**src/rtl/bin_to_bcd2.sv**
```systemverilog
// bin_to_bcd2: sequential shift-and-add-3 converter from binary to two-digit packed BCD
module bin_to_bcd2 #(
    parameter int BIN_W = 7
) (
    input  logic             clk,
    input  logic             rst,
    input  logic             start,
    input  logic [BIN_W-1:0] bin_in,
    output logic             busy,
    output logic             done,
    output logic [7:0]       bcd_out,
    output logic             ovf
);
    typedef enum logic [1:0] {IDLE, SHIFT, DONE} state_t;
    state_t state;
    logic [BIN_W-1:0] sr;
    logic [11:0] scratch, adj;
    logic [11+BIN_W:0] sh;
    logic [3:0] cnt;
    logic oor;
    // add 3 to every nibble >= 5; nibbles never exceed 9 here, so no carry crosses nibbles
    always_comb begin
        adj = scratch;
        for (int i = 0; i < 3; i++)
            adj[4*i +: 4] = (scratch[4*i +: 4] >= 4'd5) ? scratch[4*i +: 4] + 4'd3 : scratch[4*i +: 4];
    end
    assign sh = {adj, sr} << 1;
    // control FSM with registered handshake outputs; the result register only moves on the done edge
    always_ff @(posedge clk or posedge rst) begin
        if (rst) begin
            state   <= IDLE;
            busy    <= 1'b0;
            done    <= 1'b0;
            bcd_out <= 8'h00;
            ovf     <= 1'b0;
            sr      <= '0;
            scratch <= '0;
            cnt     <= '0;
            oor     <= 1'b0;
        end else begin
            case (state)
                IDLE, DONE: begin
                    done <= 1'b0;
                    if (start) begin
                        state   <= SHIFT;
                        busy    <= 1'b1;
                        sr      <= bin_in;
                        scratch <= '0;
                        cnt     <= 4'(BIN_W);
                        oor     <= 32'(bin_in) > 32'd99;
                    end else begin
                        state <= IDLE;
                    end
                end
                SHIFT: begin
                    scratch <= sh[11+BIN_W:BIN_W];
                    sr      <= sh[BIN_W-1:0];
                    cnt     <= cnt - 4'd1;
                    if (cnt == 4'd1) begin
                        state   <= DONE;
                        busy    <= 1'b0;
                        done    <= 1'b1;
                        bcd_out <= oor ? 8'hFF : sh[BIN_W+7:BIN_W];
                        ovf     <= oor;
                    end
                end
                default: state <= IDLE;
            endcase
        end
    end
endmodule

```
**config.mk**
```make
export PLATFORM = sky130hd
export DESIGN_NAME = bin_to_bcd2
export DESIGN_NICKNAME = d
export VERILOG_FILES = /design/src/rtl/bin_to_bcd2.sv
export SDC_FILE = /design/constraint.sdc
export NUM_CORES = 1
export LEC_CHECK = 0
export CORE_ASPECT_RATIO = 0.9
export CORE_MARGIN = 2
export CORE_UTILIZATION = 34
export CTS_BUF_LIST = sky130_fd_sc_hd__clkbuf_8
export DETAILED_ROUTE_END_ITERATION = 10
export GPL_TIMING_DRIVEN = 0
export PLACE_DENSITY = 0.56
export SLEW_MARGIN = 20
export SYNTH_ARGS = -nofsm -noshare
export SYNTH_HDL_FRONTEND = slang
export SYNTH_SLANG_ARGS = --single-unit
```
**constraint.sdc**
```tcl
create_clock -name clk -period 2.2 [get_ports clk]
set_input_delay 0.44 -clock clk [delete_from_list [all_inputs] [get_ports clk]]
set_output_delay 0.44 -clock clk [all_outputs]
set_load 0.02 [all_outputs]
```
* Yosys cells after proc, flatten, opt, wreduce, memory -nomap -nowiden
Cells that the tools add are included.
** Storage, ports and cells
- Register bits :: 37
- Bits of input ports :: 10
- Word-level logic and storage cells :: 48
** Operators by class
- Multiplexer cells :: 18
- Add/sub/neg operators :: 4
- Magnitude comparators :: 4
- Equal/unequal tests :: 5
- Reductions and logical operators :: 8
** Operator list (number)
- 12-bit one-hot mux with 2 select lines :: 1
- 7-bit one-hot mux with 2 select lines :: 1
- 4-bit by 3-bit >= comparator with 1-bit output, second input constant :: 3
- 12-bit 2-to-1 mux :: 1
- 4-bit 2-to-1 mux :: 3
- 4-bit by 2-bit adder with 4-bit output, second input constant :: 2
- 8-bit 2-to-1 mux :: 1
- 4-bit one-hot mux with 2 select lines :: 1
- 2-bit AND reduction :: 4
- 7-bit > comparator, second input constant :: 1
- 7-bit 2-to-1 mux :: 1
- 4-bit by 1-bit equality test with 1-bit output, second input constant :: 1
- 1-bit 2-to-1 mux :: 4
- 2-bit != test, second input constant :: 2
- 1-bit one-hot mux with 2 select lines :: 2
- 2-bit one-hot mux with 2 select lines :: 1
- 4-bit by 1-bit subtractor with 4-bit output, second input constant :: 1
- 3-bit by 2-bit adder with 3-bit output, second input constant :: 1
- 3-bit 2-to-1 mux :: 1
- 3-bit AND reduction :: 1
- 2-bit by 1-bit equality test with 1-bit output, second input constant :: 1
- 2-bit equality test, second input constant :: 1
- 2-bit logical NOT :: 1
- 2-bit 2-to-1 mux :: 1
- 2 further kinds :: 2

* Depth between registers and ports, before layout
Gate-level depths: netlist of the first run.
- Depth after elaboration :: 4
- Gate-level depth with buffers :: 8
- Depth with buffers taken out :: 7

* Worst setup path before layout of the first run
Ideal clock, no wire load.
- Path kind :: reg2reg
- Start :: register cnt[1]
- End :: register bcd_out[3]
- Arrival time :: 1.300 ns
- Path buffers :: 0
- Slack :: 0.768 ns
- Stages on the path, launching flop included :: 7
- Cell sequence :: dfrtp_1 inv_1 ha_1 nor3b_2 nand2_4 a2111oi_0 nor2_1
** On the way
- Cells in the longest elaborated chain, start to end :: 2
** Ends and longest elaborated chain
- start, declared :: RTL line 19 : logic [3:0] cnt;
- start signal, assigned :: RTL line 49 : cnt <= 4'(BIN_W);
- start signal, assigned :: RTL line 58 : cnt <= cnt - 4'd1;
- 4-bit by 1-bit equality test with 1-bit output :: RTL line 59 : if (cnt == 4'd1) begin
- 2-bit AND reduction (no source line)
- end signal, assigned :: RTL line 63 : bcd_out <= oor ? 8'hFF : sh[BIN_W+7:BIN_W];
- end, declared :: RTL line 11 : output logic [7:0] bcd_out,
Every way passes these cells.
A chain may end at the register's enable or synchronous reset.

* Worst setup path after layout of the first run
- Start :: register bcd_out[1]
- End :: output port bcd_out[1]
No word-level cell between the ends.

==> results of run 1 <==
==> state kept, by name, indices dropped and copies added (netlist names) <==
signal   count
scratch      8
bcd_out      8
busy         1
state        2
cnt          4
ovf          1
oor          1
sr           7
done         1
==> layer usage <==
metal / up-vias / routed length (um) / track usage [%] / part of all wire (%)
li1: 545 / - / - / -
met1: 555 / 1424 / 16.27 / 47
met2: 25 / 1444 / 23.66 / 47
met3: 4 / 163 / 5.144 / 5.3
met4: 0 / 25 / 5.000 / 0.82
met5: - / 0 / 0 / 0
==> per-stage QoR <==
stage / setup slack [ps] / total power, uW / hold WS [ps] / utilization, % / cells
after floorplan: 767.8 / 1954 / 446.3 / - / 142
after global placement: 266.0 / 2339 / 459.2 / 42.81 / 222
after detailed placement: 317.5 / 2394 / 466.7 / 42.81 / 222
after CTS: 497.6 / 2815 / 482.3 / 44.58 / 228
after global routing: 424.7 / 3005 / 493.2 / 44.58 / 228
final: 503.5 / 2779 / 473.7 / 44.58 / 228
==> logic make-up (layout without fill, tap and decap cells) <==
logic type                 after synthesis  after routing  share of synthesized area, %
adders and majority gates                6              6                         4.992
xor gates and xnor gates                 3              3                         1.747
DFF                                     33             33                         54.91
and+or+nand+nor                         51             51                         16.97
muxes                                    2              2                         1.331
buffers and inverters                   13             39                         4.077
AOI/OAI and AO/OA                       34             34                         15.97
==> final cells by class <==
class	count	share of cell area (%)
Sequential cell	33	44.56
Tap cell	60	4.051
Clock buffer	5	3.714
Buffer	5	1.688
Inverter	8	1.621
Multi-Input combinational cell	96	33.29
Clock inverter	1	0.2701
Timing Repair Buffer	20	10.80
==> cell usage in the layout, fill, tap and decap left out <==
| cell | count |
|---|---|
| clkinv_2 | 1 |
| o311ai_0 | 1 |
| nor2b_1 | 1 |
| or4_1 | 1 |
| o21ai_0 | 7 |
| a2111oi_0 | 2 |
| a22o_1 | 6 |
| nand2_4 | 1 |
| buf_2 | 4 |
| buf_6 | 1 |
| nor3b_2 | 1 |
| dfrtp_1 | 33 |
| o21ai_1 | 1 |
| nor3_1 | 2 |
| nor2_4 | 1 |
| a21oi_1 | 4 |
| inv_2 | 2 |
| nand2_1 | 26 |
| clkdlybuf4s50_1 | 20 |
| nand3_1 | 3 |
| a211oi_1 | 1 |
| clkbuf_8 | 5 |
| nor2_1 | 6 |
| a31oi_1 | 1 |
| xnor2_1 | 3 |
| a22oi_1 | 7 |
| nand2b_1 | 5 |
| mux2i_1 | 2 |
| inv_1 | 6 |
| o22a_1 | 4 |
| ha_1 | 6 |
| and2b_1 | 1 |
| nor3b_1 | 3 |
==> report_power, final <==
group	internal, uW	switching [uW]
clock network	208	202
registers	881	210
logic	603	675
total	1690	1090
==> worst paths after layout <==
path / from / endpoint / slack, ps / cells past startpoint
max reg2reg: cnt[1] / bcd_out[3] / 560 / 6
min in group asynchronous: rst / sr[0] / 590 / 2
min: ovf / ovf / 470 / 2
max: bcd_out[1] / bcd_out[1] / 500 / 1
max in group asynchronous: rst / scratch[3] / 1170 / 2
min reg2reg: ovf / ovf / 470 / 2
==> metrics.md, run 1 <==
| Metric | Value |
|---|---|
| Status | finished, final reports clean |
| Setup violations, final | 0 |
| Hpwl dp | 2154 um |
| Most frequent cell after synthesis | dfrtp_1 |
| Post-synth EDFFs | 0 |
| Avg WL per Cell | 13.41 um |
| Final Hold Vio Count | 0 |
| Yosys Warn Count | 0 |
| Startpoint types | flip-flop |
| Library cells used by synthesis | 30 |
| Via count | 1,129 |
| Final Critical Period | 1697 ps |
| Setup TNS | 0 ps |
| Sequential Area | 825.8 um2 |
| Post-route DRC | 0 |
| Area occupied by multi-input gates | 616.8 um2 |
| Sequential-to-total area share from yosys stat | 54.91% |
| Max-cap violation count | 0 |
| Bufs on Longest Clock Path | 2 |
| Post-cts resize count | 0 |
| Synth area leader | dfrtp_1 |
| Root buffer cell | clkbuf_8 |
| Max Clk Rate | 589.4 MHz |
| Die span in y | 67.10 um |
| Final Cell Area | 1853 um2 |
| DRT iter0 DRCs | 31 |
| Num CTS Buffers | 5 |
| Ys async rst share | 100.0% |
| CP bufs+invs | 1 |
| Max-slew violations | 0 |
| Final period util | 77.11% |
| Drt via density | 4.952 |
| Highest ir drop seen on vdd | 0.0004631 V |
| CTS Hold Bufs | 0 |
| Reg clk slew, reported paths | 60 ps |
| Total gr overflow | 0 |
| Final #Nets | 185 |
| Worst EP required | 1760 ps |
| Crit-path max FO | 2 |
| First-pass GRT wire length | 5099 um |
| WL final | 3058 um |
| Delay-heaviest family, CP | buffers and inverters |
| GRT Resource Usage Total | 14.04% |
| Htree depth | 2 |
| # fillers | 398 |
| WP data arrival | 1260 ps |
| Synth Register Bits | 33 |
| Final Wtd Congestion | 0.8193 |
| Syn_area_per_cell | 10.59 um2 |
| IO Count | 21 |
| Ant. Diodes | 0 |
| Die ar. | 4972 um2 |
| Critical Path End Type | primary output |
| Die extent in x | 74.11 um |
| Post-Syn Nets | 158 |
| Initial antenna violation count | 0 |
| Starting Density | 36.18% |
| Pleak | 0.0008543 uW |
| Clock Skew | 6.909 ps |
| Crit-path cells | clkdlybuf4s50_1 |
| Worst-skew pair later-pin latency | 280 ps |
| Number of port buffers | 20 |
| Share of layout cells above drive strength 1 | 9.524% |
| Synth-to-Final Area Change | 23.21% |
| Max incr delay on CP | 610 ps |
| Row Count | 22 |
| DRT antenna net count | 0 |
| Number of global-route vias before repair | 1,117 |
| CP max stage cell | clkdlybuf4s50_1 |
| Std-Cell Core Area | 4156 um2 |
| Clock Sink Count | 33 |
| Mapped Area | 1504 um2 |
| Setup Buffers After CTS | 0 |
| Unrepaired setup endpoints after global routing | no |
| Worst hold path class | reg -> reg |
| Drt first pass iters | 4 |
| CTS tree | yes |
| Rel. slew slack | 54.22% |
| Cells after Synth | 142 |
| WS Path Type | reg -> out |
| Commonest cells in the netlist | dfrtp_1 (33), nand2_1 (26), a22oi_1 (7), inv_1 (7), o21ai_0 (7) |
| Worst-Margin Slew | 685.6 ps |
| Pin count of the biggest net entering global routing | 34 |
| Top-area cell type share of the netlist area | 54.91% |
| Post-Place Cell Area | 1779 um2 |
| Area contributors post-synth | dfrtp_1 (55%), nand2_1 (6.5%), ha_1 (5.0%) |
| Pwr dens | 1499 nW/um2 |
| Ys flop type | dfrtp_1 |
Note: power is estimated with default switching activity, not from simulation.
==> inputs of run 2 (changes only) <==
==> constraint.sdc (replaced) <==
create_clock -name clk -period 1.7 [get_ports clk]
set_input_delay 0.34 -clock clk [delete_from_list [all_inputs] [get_ports clk]]
set_output_delay 0.34 -clock clk [all_outputs]
set_load 0.02 [all_outputs]
==> run 2 against run 1 <==
  * Flip-flop and latch count unchanged
  * Setup slack worse by 390 ps
  * Combinational power increased by 31%
  * Critical path depth stayed put
  * Total power grew 31%
  * Sequential share of layout area is 0.48 points lower
  * Largest power group unchanged
  * Critical endpoint unchanged
  * Via count shrank 0.80%
  * Global-route usage is the same
  * Non-clock buffer count stayed put
==> metrics.md, run 2 (same netlist as run 1, synthesis figures left out) <==
| Metric | Value |
|---|---|
| Status | finished, final reports clean (unchanged) |
| Rel. slew slack | 53.88% (was 54.22%) |
| Max Clk Rate | 629.2 MHz |
| CTS Hold Bufs | 0 (unchanged) |
| Highest ir drop seen on vdd | 0.0006001 V (was 0.0004631 V) |
| Avg WL per Cell | 13.25 um (was 13.41 um) |
| Crit-path max FO | 2 (unchanged) |
| WP data arrival | 1250 ps (was 1260 ps) |
| Ant. Diodes | 0 (unchanged) |
| Placed cells | 222 (unchanged) |
| Via count | 1,120 (was 1,129) |
| Bufs on Longest Clock Path | 2 (unchanged) |
| Worst hold path class | reg -> reg (unchanged) |
| Clock Skew | 5.132 ps (was 6.909 ps) |
| Commonest non-fill, non-tap cell in the layout | dfrtp_1 (unchanged) |
| Starting Density | 36.18% (unchanged) |
| Synth-to-Final Area Change | 24.54% (was 23.21%) |
| Delay-heaviest family, CP | buffers and inverters (unchanged) |
| WL final | 3022 um (was 3058 um) |
| Die span in y | 67.10 um (unchanged) |
| Drt via density | 4.912 (was 4.952) |
| Worst EP required | 1360 ps (was 1760 ps) |
| Routed wl met2 | 1483 um (was 1444 um) |
| Root buffer cell | clkbuf_8 (unchanged) |
| Reg clk slew, reported paths | 60 ps (about the same) |
| Non-Filler Instances | 228 (unchanged) |
| Total gr overflow | 0 (unchanged) |
| Sequential Area | 825.8 um2 (unchanged) |
| DRT iter0 DRCs | 39 (was 31) |
| Number of global-route vias before repair | 1,117 (unchanged) |
| Critical Path End Type | primary output (unchanged) |
| FF-to-FF path depth | 6 (unchanged) |
| Std-Cell Core Area | 4156 um2 (unchanged) |
| Commonest cells after routing, fill and taps aside | dfrtp_1 (33), nand2_1 (26), clkdlybuf4s50_1 (20), o21ai_0 (7), a22oi_1 (7) (unchanged) |
| Final Wtd Congestion | 0.8193 (unchanged) |
| Htree depth | 2 (unchanged) |
| IO Count | 21 (unchanged) |
| WP depth | 1 (unchanged) |
| Final period util | 93.49% |
| Max incr delay on CP | 610 ps (about the same) |
| Dpl ws | -82.50 ps (was 317.5 ps) |
| Hpwl dp | 2154 um (unchanged) |
| Worst-Margin Slew | 690.8 ps (was 685.6 ps) |
| Crit-path cells | clkdlybuf4s50_1 (unchanged) |
| Post-route DRC | 0 (unchanged) |
| Drt first pass iters | 4 (unchanged) |
| Pleak | 0.0008579 uW (was 0.0008543 uW) |
| WS Path Type | reg -> out (unchanged) |
| Clock Sink Count | 33 (unchanged) |
| Max-slew violations | 0 (unchanged) |
| Final Hold Vio Count | 0 (unchanged) |
| Wl on met1 | 1409 um (was 1424 um) |
| Number of port buffers | 20 (unchanged) |
| Pwr dens | 1936 nW/um2 (was 1499 nW/um2) |
| DRT antenna net count | 0 (unchanged) |
| Post-Place Cell Area | 1779 um2 (unchanged) |
| First-pass GRT wire length | 5099 um (unchanged) |
| DR top layer | met4 (unchanged) |
| CP bufs+invs | 1 (unchanged) |
| Share of layout cells above drive strength 1 | 11.31% (was 9.524%) |
| Worst-skew pair later-pin latency | 270 ps (was 280 ps) |
| Die ar. | 4972 um2 (unchanged) |
| Unrepaired setup endpoints after global routing | no (unchanged) |
| Initial antenna violation count | 0 (unchanged) |
| Num CTS Buffers | 5 (unchanged) |
| Setup TNS | 0 ps (unchanged) |
| Max-cap violation count | 0 (unchanged) |
| # fillers | 395 (was 398) |
| Final #Nets | 185 (unchanged) |
| CP max stage cell | clkdlybuf4s50_1 (unchanged) |
| Die extent in x | 74.11 um (unchanged) |
| Area occupied by multi-input gates | 636.9 um2 (was 616.8 um2) |
| Regs by FF count | bcd_out: 8 flops, scratch: 8 flops, sr: 7 flops (unchanged) |
| CTS tree | yes (unchanged) |
| GRT Resource Usage Total | 14.04% (unchanged) |
| Pin count of the biggest net entering global routing | 34 (unchanged) |
| Final Cell Area | 1873 um2 (was 1853 um2) |
| Startpoint types | flip-flop (unchanged) |
| Row Count | 22 (unchanged) |
| WHS Path Cells | 2 (unchanged) |
| Setup violations, final | 0 (unchanged) |
| Wire length on met3 | 113 um (was 163 um) |
| Final setup margin | 110.6 ps (was 503.5 ps) |
| Final Critical Period | 1589 ps |
## run 2: cell count changes in the layout (fill, tap and decap cells not counted)
| cell | change |
|---|---|
| a21oi_1 | -2 |
| a2111oi_0 | -1 |
| nor3b_4 | +1 |
| nor3b_2 | -1 |
| a2111oi_2 | +1 |
| a21oi_2 | +2 |
## run 2: routing by layer
metal	GRT usage (%)	vias to the layer above
met1	16.27	549
met3	5.144	2
met5	0	-
li1	-	546
met2	23.66	23
met4	5.000	0
## run 2: layout make-up
cell class                      count  share of cell area [%]
Inverter                            8                   1.603
Timing Repair Buffer               20                   10.69
Multi-Input combinational cell     96                   34.00
Clock buffer                        5                   3.674
Tap cell                           60                   4.008
Clock inverter                      1                  0.2672
Sequential cell                    33                   44.09
Buffer                              5                   1.670
## run 2: power breakdown
part | switching (uW) | total, uW | internal (uW) | leakage (uW)
Sequential | 286 | 1430 | 1140 | 0.000404
Clock | 252 | 521 | 269 | 0.0000399
Combinational | 880 | 1680 | 800 | 0.000414
## run 2: final timing paths
kind / start / endpoint / slack [ps]
max: bcd_out[1] / bcd_out[1] / 110
min in group asynchronous: rst / sr[0] / 500
min: ovf / ovf / 470
min reg2reg: ovf / ovf / 470
max in group asynchronous: rst / scratch[3] / 760
max reg2reg: scratch[0] / scratch[2] / 140
## run 2: what timing repair did
item | 4_1_cts | 5_1_grt
resized for setup | 0 | 5
setup buffers | 0 | 0
setup endpoints to repair | 0 | 5
## run 2: stage by stage
stage / hold WS, ps / power, uW / util [%]
2_1_floorplan: 446.3 / 2529 / -
3_3_place_gp: 459.2 / 3027 / 42.81
3_5_place_dp: 466.7 / 3098 / 42.81
4_1_cts: 482.3 / 3642 / 44.58
5_1_grt: 493.2 / 3945 / 45.06
6_report: 472.2 / 3626 / 45.06
==> inputs of run 3 (changes only) <==
--- a/config.mk
+++ b/config.mk
@@ -11,6 +11,7 @@
 export CTS_BUF_LIST = sky130_fd_sc_hd__clkbuf_8
 export DETAILED_ROUTE_END_ITERATION = 10
 export GPL_TIMING_DRIVEN = 0
+export HOLD_SLACK_MARGIN = 0.12
 export PLACE_DENSITY = 0.56
 export SLEW_MARGIN = 20
 export SYNTH_ARGS = -nofsm -noshare
==> results of run 3 <==
No change in the layout: final DEF, timing and power equal those of run 2.
